`src/rtl/multicycle_control.sv`:
```
// Main control FSM of the multicycle RISC-V core: sequences each instruction and drives datapath selects/enables.
// Optional feature macro: MC_ITYPE_EN (builds the EXECI state so opcode 0010011 executes instead of trapping as illegal).
module multicycle_control #(
    parameter int CNT_W = 32
) (
    input  logic             clk,
    input  logic             reset,
    input  logic [6:0]       opcode,
    input  logic             zero,
    input  logic             mem_ready,
    output logic             pc_write,
    output logic             ir_write,
    output logic             adr_src,
    output logic             mem_write,
    output logic             reg_write,
    output logic [1:0]       alu_src_a,
    output logic [1:0]       alu_src_b,
    output logic [1:0]       alu_op,
    output logic [1:0]       result_src,
    output logic             illegal_op,
    output logic             retire,
    output logic [CNT_W-1:0] instr_count
);

    localparam logic [6:0] OP_LW   = 7'b0000011;
    localparam logic [6:0] OP_SW   = 7'b0100011;
    localparam logic [6:0] OP_R    = 7'b0110011;
    localparam logic [6:0] OP_I    = 7'b0010011;
    localparam logic [6:0] OP_BEQ  = 7'b1100011;

    typedef enum logic [3:0] {
        S_FETCH    = 4'd0,
        S_DECODE   = 4'd1,
        S_MEMADR   = 4'd2,
        S_MEMREAD  = 4'd3,
        S_MEMWB    = 4'd4,
        S_MEMWRITE = 4'd5,
        S_EXECR    = 4'd6,
        S_ALUWB    = 4'd8,
        S_BEQ      = 4'd9
`ifdef MC_ITYPE_EN
        ,S_EXECI   = 4'd7
`endif
    } state_t;

    state_t           r_state;
    state_t           w_next;
    logic             w_pc_write;
    logic             w_ir_write;
    logic             w_adr_src;
    logic             w_mem_write;
    logic             w_reg_write;
    logic [1:0]       w_alu_src_a;
    logic [1:0]       w_alu_src_b;
    logic [1:0]       w_alu_op;
    logic [1:0]       w_result_src;
    logic             w_illegal_op;
    logic             w_retire;
    logic [CNT_W-1:0] r_count;

    always_ff @(posedge clk or posedge reset) begin
        if (reset) begin
            r_state <= S_FETCH;
        end else begin
            r_state <= w_next;
        end
    end

    always_comb begin
        w_next       = S_FETCH;
        w_pc_write   = 1'b0;
        w_ir_write   = 1'b0;
        w_adr_src    = 1'b0;
        w_mem_write  = 1'b0;
        w_reg_write  = 1'b0;
        w_alu_src_a  = 2'b00;
        w_alu_src_b  = 2'b00;
        w_alu_op     = 2'b00;
        w_result_src = 2'b00;
        w_illegal_op = 1'b0;
        w_retire     = 1'b0;
        case (r_state)
            S_FETCH: begin
                w_alu_src_b  = 2'b10;
                w_result_src = 2'b10;
                w_ir_write   = mem_ready;
                w_pc_write   = mem_ready;
                w_next       = mem_ready ? S_DECODE : S_FETCH;
            end
            S_DECODE: begin
                // ALU precomputes the branch target (oldPC + imm) while the opcode is decoded
                w_alu_src_a = 2'b01;
                w_alu_src_b = 2'b01;
                case (opcode)
                    OP_LW, OP_SW: w_next = S_MEMADR;
                    OP_R:         w_next = S_EXECR;
`ifdef MC_ITYPE_EN
                    OP_I:         w_next = S_EXECI;
`endif
                    OP_BEQ:       w_next = S_BEQ;
                    default: begin
                        w_illegal_op = 1'b1;
                        w_next       = S_FETCH;
                    end
                endcase
            end
            S_MEMADR: begin
                w_alu_src_a = 2'b10;
                w_alu_src_b = 2'b01;
                w_next      = (opcode == OP_LW) ? S_MEMREAD : S_MEMWRITE;
            end
            S_MEMREAD: begin
                w_adr_src = 1'b1;
                w_next    = mem_ready ? S_MEMWB : S_MEMREAD;
            end
            S_MEMWB: begin
                w_result_src = 2'b01;
                w_reg_write  = 1'b1;
                w_retire     = 1'b1;
            end
            S_MEMWRITE: begin
                w_adr_src   = 1'b1;
                w_mem_write = 1'b1;
                w_retire    = mem_ready;
                w_next      = mem_ready ? S_FETCH : S_MEMWRITE;
            end
            S_EXECR: begin
                w_alu_src_a = 2'b10;
                w_alu_op    = 2'b10;
                w_next      = S_ALUWB;
            end
`ifdef MC_ITYPE_EN
            S_EXECI: begin
                w_alu_src_a = 2'b10;
                w_alu_src_b = 2'b01;
                w_alu_op    = 2'b10;
                w_next      = S_ALUWB;
            end
`endif
            S_ALUWB: begin
                w_reg_write = 1'b1;
                w_retire    = 1'b1;
            end
            S_BEQ: begin
                w_alu_src_a = 2'b10;
                w_alu_op    = 2'b01;
                w_pc_write  = zero;
                w_retire    = 1'b1;
            end
            default: ;
        endcase
        // Enables and pulses are suppressed for the whole reset interval, not just after the edge
        if (reset) begin
            w_pc_write   = 1'b0;
            w_ir_write   = 1'b0;
            w_mem_write  = 1'b0;
            w_reg_write  = 1'b0;
            w_illegal_op = 1'b0;
            w_retire     = 1'b0;
        end
    end

    always_ff @(posedge clk or posedge reset) begin
        if (reset) begin
            r_count <= '0;
        end else if (w_retire) begin
            r_count <= r_count + CNT_W'(1);
        end
    end

    assign pc_write    = w_pc_write;
    assign ir_write    = w_ir_write;
    assign adr_src     = w_adr_src;
    assign mem_write   = w_mem_write;
    assign reg_write   = w_reg_write;
    assign alu_src_a   = w_alu_src_a;
    assign alu_src_b   = w_alu_src_b;
    assign alu_op      = w_alu_op;
    assign result_src  = w_result_src;
    assign illegal_op  = w_illegal_op;
    assign retire      = w_retire;
    assign instr_count = r_count;

endmodule

```
`config.mk`:
```
export PLATFORM = sky130hd
export DESIGN_NAME = multicycle_control
export DESIGN_NICKNAME = d
export VERILOG_FILES = /design/src/rtl/multicycle_control.sv
export SDC_FILE = /design/constraint.sdc
export NUM_CORES = 1
export LEC_CHECK = 0
export CORE_ASPECT_RATIO = 1.1
export CORE_UTILIZATION = 42
export DETAILED_ROUTE_END_ITERATION = 16
export GPL_ROUTABILITY_DRIVEN = 0
export PLACE_DENSITY = 0.73
export SETUP_SLACK_MARGIN = 0.15
export SLEW_MARGIN = 10
export SYNTH_ARGS = -nofsm -noshare
export SYNTH_HDL_FRONTEND = slang
export SYNTH_SLANG_ARGS = --single-unit
```
`constraint.sdc`:
```
create_clock -name clk -period 2.2 [get_ports clk]
set_input_delay 0.22 -clock clk [delete_from_list [all_inputs] [get_ports clk]]
set_output_delay 0.22 -clock clk [all_outputs]
set_load 0.005 [all_outputs]
```
==> impl_metrics.json, run 1 <==
{
  "synth_ff_type": "dfrtp_1",
  "vias_per_cell": 5.37,
  "syn_inst": 192,
  "maxCapViolations": 0,
  "place_area_mm2": 0.00261,
  "holdPathStages": 1,
  "startpoint_type": "register",
  "path_clk_slew_ns": 0.08,
  "rsz0062_at_grt": "yes",
  "area_growth_pct": 47.2,
  "routed_wl_um": 4650,
  "place.detailed.hpwl_um": 3120,
  "r2r_cells": 5,
  "rows": 25,
  "synth_common_cells": "36 x dfrtp_1, 19 x nor2_1, 16 x xnor2_1, 16 x xor2_1, 13 x nand2_1",
  "ios": 58,
  "coreArea_mm2": 0.00435,
  "synth_top_area_frac": 0.466,
  "slew_viol_final": 0,
  "synth.distinct_cells": 41,
  "final_nets": 281,
  "synth.most_common_cell": "dfrtp_1",
  "grt_overflow": 0,
  "grt_pass1_vias": 1614,
  "rrSetupSlack_ns": 0.47,
  "fin_setup_tns_ns": 0,
  "finalHoldViolations": 0,
  "ys_ff_latch": 36,
  "setup_viol": 0,
  "initial_utilization": 0.444,
  "routedWlPerCell_um": 14.3,
  "synthArstFlopShare": 1.00,
  "clock-root-buffer": "clkbuf_8",
  "reg2reg_from": "instr_count[0]",
  "power_density_mw_per_mm2": 492,
  "h-tree-depth": 2,
  "post-route-min-period_ns": 2.05,
  "required_ns": 1.98,
  "syn_area_mm2": 0.00193,
  "ctsHoldBuffers": 0,
  "instances_no_fill": 324,
  "arrival_ns": 1.83,
  "cts_buffer_depth": 2,
  "antenna_found_initial": 0,
  "numCtsBuffers": 5,
  "synth.avg_cell_area_um2": 10.1,
  "post-route-cell-area_mm2": 0.00284,
  "cts_tree": "yes",
  "finalPower_mw": 1.40,
  "yosysTopAreaCell": "dfrtp_1",
  "drt_iter0_drc": 56,
  "max-vdd-ir-drop_mv": 0.441,
  "cts_sinks": 36,
  "grt_max_degree": 37,
  "end_kind": "primary output",
  "status": "finished clean",
  "fillers": 353,
  "die_y_um": 73.1,
  "worst_hold_path.endpoint": "instr_count[31]",
  "crit_fanout": 5,
  "antenna_cells": 0,
  "synth_area_leaders": "dfrtp_1 47%, xnor2_1 7.3%, xor2_1 7.3%, nand4_1 3.9%, nor2_1 3.7%",
  "synth_edf_count": 0,
  "worst_pin_slew_ns": 0.443,
  "first_pass_iters": 4,
  "grtUsageTotal": 0.204,
  "r2r-end": "instr_count[14]",
  "dr_total_vias": 1741,
  "leakagePower_nw": 1.31,
  "drc_errors": 0,
  "hold_start": "instr_count[31]",
  "grt_pass1_wl_um": 7510,
  "hp-class": "reg -> reg",
  "fp.dieW_um": 66.7,
  "yosysSeqAreaShare": 0.466,
  "ys_warn_count": 0,
  "fmax_mhz": 489,
  "io_buffer_count": 57,
  "period_share": 0.930,
  "dpl.cell_count": 307,
  "slew_headroom": 0.705,
  "layout-drive-gt1-share": 0.189,
  "dieArea_mm2": 0.00488,
  "antenna_left": 0,
  "syn_nets": 204,
  "finClkSkew_ns": 0.00956,
  "seq_area_um2": 905,
  "clk_latency_ns": 0.29,
  "multiInputGateArea_mm2": 0.00105,
  "crit_type": "reg -> out"
}
layout by cell type, fill, tap and decap left out, types with 3 or more instances in the layout:
master           count
clkdlybuf4s50_1     52
dfrtp_1             33
nor2_1              17
xnor2_1             16
xor2_1              16
buf_4               16
nand2_1             13
nand4_1             12
nand3_1             12
and3_1               9
clkbuf_8             6
nor3_1               5
nor3_2               5
inv_1                4
o21ai_0              4
nor2_2               3
a21oi_1              3
dlymetal6s2s_1       3
dfrtp_2              3
critical path, cell delays in order, from the launching register on:
cell and delay (ns):
dfrtp_1 0.39, buf_6 0.14, nor4_4 0.29, buf_4 0.15, buf_4 0.09, clkdlybuf4s50_1 0.48
flip-flops by register name (all words and copies together), names as in the netlist:
register	count
instr_count	32
r_state	4
kinds of logic after synthesis:
group / count (synthesis) / synth area share
AOI/OAI and AO/OA: 16 / 0.0602
xor gates and xnor gates: 32 / 0.145
adders and majority gates: 1 / 0.00648
buffers and inverters: 9 / 0.0220
DFF: 36 / 0.466
muxes: 2 / 0.0110
and+or+nand+nor: 96 / 0.289
per-stage QoR:
step	utilization	hold WS, ns	worst slack [ns]
global placement	0.599	0.456	0.209
finish	0.654	0.464	0.154
global route	0.654	0.480	0.0848
detailed placement	0.599	0.461	0.179
CTS	0.633	0.471	0.107
floorplan	-	0.390	0.546
layer usage:
layer / global-route usage / up-vias / wire, um
met4: 0.0804 / 0 / 104
li1: - / 828 / -
met1: 0.267 / 843 / 2080
met5: 0 / - / 0
met3: 0.0531 / 10 / 230
met2: 0.322 / 60 / 2230
final cells by class:
| cell class | instances | share of cell area |
|---|---|---|
| Clock buffer | 7 | 0.0304 |
| Clock inverter | 1 | 0.00264 |
| Inverter | 5 | 0.00660 |
| Multi-Input combinational cell | 147 | 0.370 |
| Sequential cell | 36 | 0.318 |
| Tap cell | 54 | 0.0238 |
| Timing Repair Buffer | 74 | 0.249 |
what timing repair did:
item | CTS | global route
gates resized for setup | 13 | 13
pin swaps | 0 | 2
setup endpoints to repair | 8 | 5
gates cloned | 0 | 0
buffers inserted | 2 | 7
power breakdown:
part / internal (mW) / leakage, nW / switching, mW
Clock: 0.254 / 0.0445 / 0.228
Sequential: 0.681 / 0.489 / 0.0430
Combinational: 0.111 / 0.779 / 0.0805
how the worst max path moves through the flow:
| stage | from | end | slack, ns | cells after the start |
|---|---|---|---|---|
| global placement | r_state[2] | reg_write | 0.21 | 3 |
| CTS | r_state[3] | pc_write | 0.11 | 4 |
| finish | r_state[1] | alu_src_b[1] | 0.15 | 5 |
| global route | r_state[1] | result_src[1] | 0.08 | 5 |
| detailed placement | r_state[2] | reg_write | 0.18 | 3 |
| floorplan | reset | pc_write | 0.55 | 3 |
Note: power is estimated with default switching activity, not from simulation.
==> run 2, diff against run 1 <==
CTS_CLUSTER_SIZE = 20   (was unset)
clock period = 2.1 ns   (was 2.2 ns; I/O delays follow)
==> impl_metrics.json, run 2 (synthesized netlist as in run 1, its figures left out) <==
{
  "fmax_mhz": 528,
  "rsz0062_at_grt": "yes",
  "rrSetupSlack_ns": 0.32,
  "io_buffer_count": 57,
  "critPathSlowestCell": "clkdlybuf4s50_1",
  "area_growth_pct": 46.2,
  "rows": 25,
  "period_share": 0.902,
  "multiInputGateArea_mm2": 0.00105,
  "crit_fanout": 6,
  "place.detailed.hpwl_um": 3210,
  "m1WireLength_um": 1990,
  "crit_type": "reg -> out",
  "die_y_um": 73.1,
  "finalWorstSetupSlack_ns": 0.206,
  "routedWlPerCell_um": 14.3,
  "maxCapViolations": 0,
  "seq_area_um2": 905,
  "dp_slack_ns": 0.0556,
  "cts_sinks": 36,
  "h-tree-depth": 2,
  "final_nets": 278,
  "path_clk_slew_ns": 0.07,
  "layout_commonest_cell": "clkdlybuf4s50_1",
  "wl_met3_um": 200,
  "grt_pass1_wl_um": 7730,
  "initial_utilization": 0.444,
  "post-route-min-period_ns": 1.89,
  "drt_iter0_drc": 80,
  "coreArea_mm2": 0.00435,
  "cp_cell_sequence": "nor4_4, buf_4, clkdlybuf4s50_1",
  "met2WireLength_um": 2280,
  "fin_setup_tns_ns": 0,
  "antenna_cells": 0,
  "arrival_ns": 1.68,
  "first_pass_iters": 4,
  "dpl.cell_count": 309,
  "grt_pass1_vias": 1643,
  "cts_buffer_depth": 2,
  "setup_viol": 0,
  "cp_top_family": "buffers and inverters",
  "vias_per_cell": 5.31,
  "ios": 58,
  "slew_headroom": 0.698,
  "leakagePower_nw": 1.30,
  "clock-root-buffer": "clkbuf_8",
  "fp.dieW_um": 66.7,
  "drc_errors": 0,
  "fillers": 391,
  "antenna_found_initial": 0,
  "ctsHoldBuffers": 0,
  "clk_latency_ns": 0.29,
  "grtUsageTotal": 0.208,
  "finalPower_mw": 1.55,
  "largest_reg_flops": 32,
  "grt_max_degree": 37,
  "layout_common_cells": "49 x clkdlybuf4s50_1, 33 x dfrtp_1, 17 x nor2_1, 16 x xnor2_1, 16 x xor2_1",
  "startpoint_type": "register",
  "path_buf_inv": 2,
  "cpPeakStageDelay_ns": 0.48,
  "instances_no_fill": 321,
  "max-vdd-ir-drop_mv": 0.482,
  "finalHoldViolations": 0,
  "antenna_left": 0,
  "power_density_mw_per_mm2": 548,
  "finClkSkew_ns": 0.00584,
  "dieArea_mm2": 0.00488,
  "dr_total_vias": 1704,
  "routed_wl_um": 4580,
  "slew_viol_final": 0,
  "dr.max_layer_used": "met4",
  "grt_overflow": 0,
  "numCtsBuffers": 5,
  "status": "finished clean",
  "worst_pin_slew_ns": 0.453,
  "hp-class": "reg -> reg",
  "layout-drive-gt1-share": 0.176,
  "cts_tree": "yes",
  "end_kind": "primary output",
  "required_ns": 1.89
}
==> run 2: worst reg2reg max path, stage by stage (launching register included) <==
cell      delay, ns
dfrtp_2        0.45
buf_4          0.16
nand2b_4       0.07
buf_4          0.15
o21ai_4        0.12
buf_4          0.16
and3_1         0.26
nand4_1        0.14
xnor2_1        0.15
==> run 2: worst paths after layout <==
kind / startpoint / to / cells after the start
max in group asynchronous: reset / r_state[3] / 3
worst max-delay path: r_state[2] / result_src[1] / 3
min in group asynchronous: reset / instr_count[27] / 3
worst min register to register: instr_count[31] / instr_count[31] / 1
worst max register to register: r_state[2] / instr_count[28] / 8
worst min-delay path: instr_count[31] / instr_count[31] / 1
==> run 2: metal layers <==
layer  vias to the layer above  global-route usage
met1                       822               0.269
li1                        828                   -
met4                         0              0.0827
met2                        43               0.345
met3                        11              0.0359
met5                         -                   0
==> run 2: per-stage QoR <==
step / utilization / instance area [um^2] / hold WS [ns]
final: 0.649 / 2820 / 0.464
after global placement: 0.603 / 2620 / 0.455
after global routing: 0.649 / 2820 / 0.480
after CTS: 0.639 / 2780 / 0.471
after floorplan: - / 1930 / 0.380
after detailed placement: 0.603 / 2620 / 0.461
==> run 2: cell type report <==
| class | instances | share of cell area |
|---|---|---|
| Tap cell | 54 | 0.0239 |
| Timing Repair Buffer | 71 | 0.240 |
| Inverter | 5 | 0.00665 |
| Clock inverter | 2 | 0.0124 |
| Clock buffer | 6 | 0.0257 |
| Sequential cell | 36 | 0.320 |
| Multi-Input combinational cell | 147 | 0.371 |
==> run 2: where the power goes <==
| part | switching, mW | total [mW] | internal, mW |
|---|---|---|---|
| registers | 0.0444 | 0.757 | 0.713 |
| logic | 0.0794 | 0.188 | 0.108 |
| clock network | 0.250 | 0.602 | 0.352 |
| total | 0.374 | 1.55 | 1.17 |
==> run 2: repair_timing <==
item / CTS / global route
pin swaps: 0 / 0
setup endpoints to repair: 11 / 9
gates resized for setup: 19 / 8
buffers inserted: 3 / 1
